$ cat src/rtl/jj_pattern_gen.sv
// Serial burst pattern generator for the jj/enable detector interface.
// Optional pause feature compiled in with `define GEN_PAUSE_EN.
module jj_pattern_gen #(
  parameter int unsigned LEN_W = 8,
  parameter int unsigned CNT_W = 4
) (
  input  logic             clk,
  input  logic             rst,
  input  logic             start,
  input  logic [LEN_W-1:0] run_len,
  input  logic [LEN_W-1:0] gap_len,
  input  logic [CNT_W-1:0] bursts,
`ifdef GEN_PAUSE_EN
  input  logic             pause,
`endif
  output logic             jj,
  output logic             en_out,
  output logic             busy,
  output logic             done
);

  typedef enum logic [1:0] {IDLE, HIGH, LOW, DONE} state_t;

  state_t           state, state_nxt;
  logic [LEN_W-1:0] len_cnt, len_nxt;
  logic [CNT_W-1:0] burst_cnt, burst_nxt;
  logic [LEN_W-1:0] run_q, run_q_nxt;
  logic [LEN_W-1:0] gap_q, gap_q_nxt;
  logic             hold_c;

  // Pause freezes only the active pattern states.
`ifdef GEN_PAUSE_EN
  assign hold_c = pause && ((state == HIGH) || (state == LOW));
`else
  assign hold_c = 1'b0;
`endif

  always_ff @(posedge clk) begin
    if (rst) begin
      state     <= IDLE;
      len_cnt   <= '0;
      burst_cnt <= '0;
      run_q     <= '0;
      gap_q     <= '0;
      jj        <= 1'b0;
      en_out    <= 1'b1;
      busy      <= 1'b0;
      done      <= 1'b0;
    end else begin
      state     <= state_nxt;
      len_cnt   <= len_nxt;
      burst_cnt <= burst_nxt;
      run_q     <= run_q_nxt;
      gap_q     <= gap_q_nxt;
      jj        <= (state_nxt == HIGH);
      en_out    <= !hold_c;
      busy      <= (state_nxt != IDLE);
      done      <= (state_nxt == DONE);
    end
  end

  always_comb begin
    state_nxt = state;
    len_nxt   = len_cnt;
    burst_nxt = burst_cnt;
    run_q_nxt = run_q;
    gap_q_nxt = gap_q;
    case (state)
      IDLE: begin
        if (start) begin
          run_q_nxt = run_len;
          gap_q_nxt = gap_len;
          if ((bursts == '0) || (run_len == '0)) begin
            state_nxt = DONE;
          end else begin
            state_nxt = HIGH;
            len_nxt   = run_len - LEN_W'(1);
            burst_nxt = bursts;
          end
        end
      end
      HIGH: begin
        if (!hold_c) begin
          if (len_cnt == '0) begin
            burst_nxt = burst_cnt - CNT_W'(1);
            if (burst_cnt == CNT_W'(1)) begin
              state_nxt = DONE;
            end else begin
              // A zero gap still separates runs by one low cycle.
              state_nxt = LOW;
              len_nxt   = (gap_q == '0) ? '0 : gap_q - LEN_W'(1);
            end
          end else begin
            len_nxt = len_cnt - LEN_W'(1);
          end
        end
      end
      LOW: begin
        if (!hold_c) begin
          if (len_cnt == '0) begin
            state_nxt = HIGH;
            len_nxt   = run_q - LEN_W'(1);
          end else begin
            len_nxt = len_cnt - LEN_W'(1);
          end
        end
      end
      DONE: begin
        state_nxt = IDLE;
      end
      default: begin
        state_nxt = IDLE;
      end
    endcase
  end

endmodule

$ cat config.mk
export PLATFORM = sky130hd
export DESIGN_NAME = jj_pattern_gen
export DESIGN_NICKNAME = d
export VERILOG_FILES = /design/src/rtl/jj_pattern_gen.sv
export SDC_FILE = /design/constraint.sdc
export NUM_CORES = 1
export LEC_CHECK = 0
export ABC_AREA = 0
export CAP_MARGIN = 0
export CORE_MARGIN = 2
export CORE_UTILIZATION = 40
export DETAILED_ROUTE_END_ITERATION = 6
export HOLD_SLACK_MARGIN = 0.02
export PLACE_DENSITY = 0.65
export SLEW_MARGIN = 10
export SYNTH_ARGS = -nofsm -noshare
export SYNTH_HDL_FRONTEND = slang
export SYNTH_SLANG_ARGS = --single-unit
$ cat constraint.sdc
create_clock -name clk -period 5 [get_ports clk]
set_input_delay 1 -clock clk [delete_from_list [all_inputs] [get_ports clk]]
set_output_delay 1 -clock clk [all_outputs]
set_load 0.02 [all_outputs]
==> run metrics <==
Core ar. 0.00547 mm^2; Iteration-0 DRC Markers 144; CTS Buffer Depth 2; Fin. Hold Viols 0; clock skew 0.00227 ns; gr usage total 18.7%; CTS Hold Bufs 0; Yosys Warn Count 0; RSZ-0062 raised after global routing no; r2r startpoint len_cnt[0]$_SDFFE_PP0P_; starting density of the core 41.1%; # H-tree levels 2; CTS resizes 0; # DRC 0; row count 27; Inst Count DP 375; TritonCTS clock tree built; Cell Area, Synth 0.00225 mm^2; Mapped Avg Cell Area 7.63 um^2; reg-to-reg setup timing slack 2.39 ns; Net Switching 0.430 mW; # diodes 0; number of nets still failing antenna checks after routing 0; routed vias/inst 5.74; Clk pwr share 19.8%; Tmin final 3.27 ns; Max Fclk 306 MHz; Period Utilization, post-route 65.4%; count leader, synth nand2_1; status finished clean; die height 79.0 um; fillers 581; LEAKAGE 0.979 nW; Synth Flop Type dfxtp_1; hold crit path type reg -> reg; post-synthesis cell count 295; CTS buffer count 5; Seq pwr share 36.2%; Arr. time, crit path 3.45 ns; Yosys top cell area share 29.4%; Num Clock Sinks 33; Setup violations, final 0; first-pass GRT wire length 9160 um; worst rel slew slack 35.1%; die span in x 79.0 um; VDD IR max 0.000157 V; Avg WL per Cell 14.9 um; largest net degree at the start of global routing 26; Final nets 345; Critical Path Sink len_cnt[7]$_SDFFE_PP0P_; IO buf count 25; Sw Share 41.0%; critical path fanouts, max 16; drt pass-1 iters 4; synth unique cells 55; Setup crit end kind flip-flop; ratio of cells with drive above 1 in the final layout 3.55%; global route total overflow 0; Pint 0.618 mW; Syn Nets 330; Finished Layout Cells 382; synth top area cells dfxtp_1, a21oi_1, nand2_1, ha_1, o21ai_0; cell taking the most area after synthesis dfxtp_1; ys async rst share 0%; Cell Pwr Density 403 mW/mm^2; Crit Path Category in -> reg; vias in the first global route 1,941; Synth top cells by count nand2_1, dfxtp_1, a21oi_1; Post-synth EDFFs 0; initial antenna violation count 0; io pins 27; CTS Root Cell clkbuf_8; Worst R2R Path Depth 7; Worst-Skew Late Latency 0.29 ns; Final Max Slew Viols 0; crit start category input pin; FF+latch count, synth 33; RePlAce Congestion 0.877; WHS 0.495 ns; post-synthesis sequential area ratio 29.4%; RR Endpoint len_cnt[3]$_SDFFE_PP0P_; routed wire length 5700 um; worst setup path start run_len[0]; synthesis-to-finish area growth 15.5%; Worst Path Required 5.18 ns; combinational share of power 44.0%; Setup Buffers After CTS 0; routed vias 2,192; max-cap violation count 0; Slew @ Worst Pin 0.971 ns; DPL Wire Length 4180 um; die area 0.00624 mm^2; setup TNS 0 ns; clk slew on worst S/H paths 0.07 ns
==> how the worst min path moves through the flow <==
| stage | from | endpoint | cells past startpoint |
|---|---|---|---|
| after global routing | run_q[7]$_SDFFE_PP0P_ | run_q[7]$_SDFFE_PP0P_ | 2 |
| after detailed placement | run_q[7]$_SDFFE_PP0P_ | run_q[7]$_SDFFE_PP0P_ | 2 |
| after floorplan | run_q[7]$_SDFFE_PP0P_ | run_q[7]$_SDFFE_PP0P_ | 2 |
| after CTS | run_q[7]$_SDFFE_PP0P_ | run_q[7]$_SDFFE_PP0P_ | 2 |
| after global placement | run_q[7]$_SDFFE_PP0P_ | run_q[7]$_SDFFE_PP0P_ | 2 |
| final | run_q[7]$_SDFFE_PP0P_ | run_q[7]$_SDFFE_PP0P_ | 2 |
==> logic make-up (layout without fill, tap and decap cells) <==
logic type	Yosys count	after routing	synth area share, %
AOI/OAI and AO/OA	100	100	29.5
xor gates and xnor gates	13	13	5.06
adders and majority gates	12	12	6.67
buffers and inverters	35	50	6.51
DFF	33	33	29.4
other	1	1	0.167
and+or+nand+nor	101	101	22.7
==> registers in the layout, summed over array words and instances, names as in the netlist <==
signal,cells
state,2
jj,1
busy,1
done,1
len_cnt,8
run_q,8
burst_cnt,4
gap_q,8
==> metrics by stage <==
stage	area (um^2)	total power [mW]	utilization, %	worst slack, ns
after floorplan	2250	0.726	-	2.45
after global placement	2510	0.833	45.9	1.57
after detailed placement	2510	0.840	45.9	1.44
after CTS	2600	1.05	47.5	1.75
after global routing	2600	1.13	47.5	1.53
final	2600	1.05	47.5	1.73
==> metal layers <==
layer	up-vias	GRT usage, %	part of all wire, %
met1	1025	26.0	49
met5	-	0	0
met2	54	28.9	45
met4	0	5.86	1.6
li1	1102	-	-
met3	11	4.09	4.7
==> placed cells by master, fill, tap and decap left out, drive strengths merged, types with 2 or more instances in the layout <==
cell,instances
o221a,3
or4,8
o31a,3
o31ai,6
inv,17
xor2,7
a21o,4
a31oi,7
o21ai,15
a211oi,2
a21boi,3
dfxtp,33
a21oi,32
o221ai,2
ha,12
clkbuf,7
nand3,3
nor4b,2
nor4,3
or3,5
nand4,2
o21a,7
nor3,3
nor3b,5
nor2,19
clkdlybuf4s50,25
nand2,42
nor2b,2
xnor2,6
o211ai,3
==> worst max-delay path, stage by stage <==
cell and delay (ns):
clkdlybuf4s50_1 0.55, inv_1 0.10, ha_1 0.20, and3b_1 0.17
a32oi_1 0.38, o311a_1 0.57, o21ai_0 0.20, o221a_2 0.28
==> power groups by stage <==
stage / combinational, mW / clock [mW] / sequential, mW
floorplan: 0.362 / 0 / 0.364
global placement: 0.453 / 0 / 0.381
detailed placement: 0.456 / 0 / 0.383
CTS: 0.459 / 0.211 / 0.377
global route: 0.518 / 0.225 / 0.388
finish: 0.460 / 0.208 / 0.379
==> layout make-up <==
class / count / area [um^2] / share of cell area [%]
multi-input combinational: 227 / 1440 / 55.5
sequential: 33 / 661 / 25.4
inverter: 18 / 67.6 / 2.60
clock buffer: 7 / 86.3 / 3.32
tap: 72 / 90.1 / 3.47
timing repair buffer: 25 / 250 / 9.63
(Power assumes the default switching activity.)
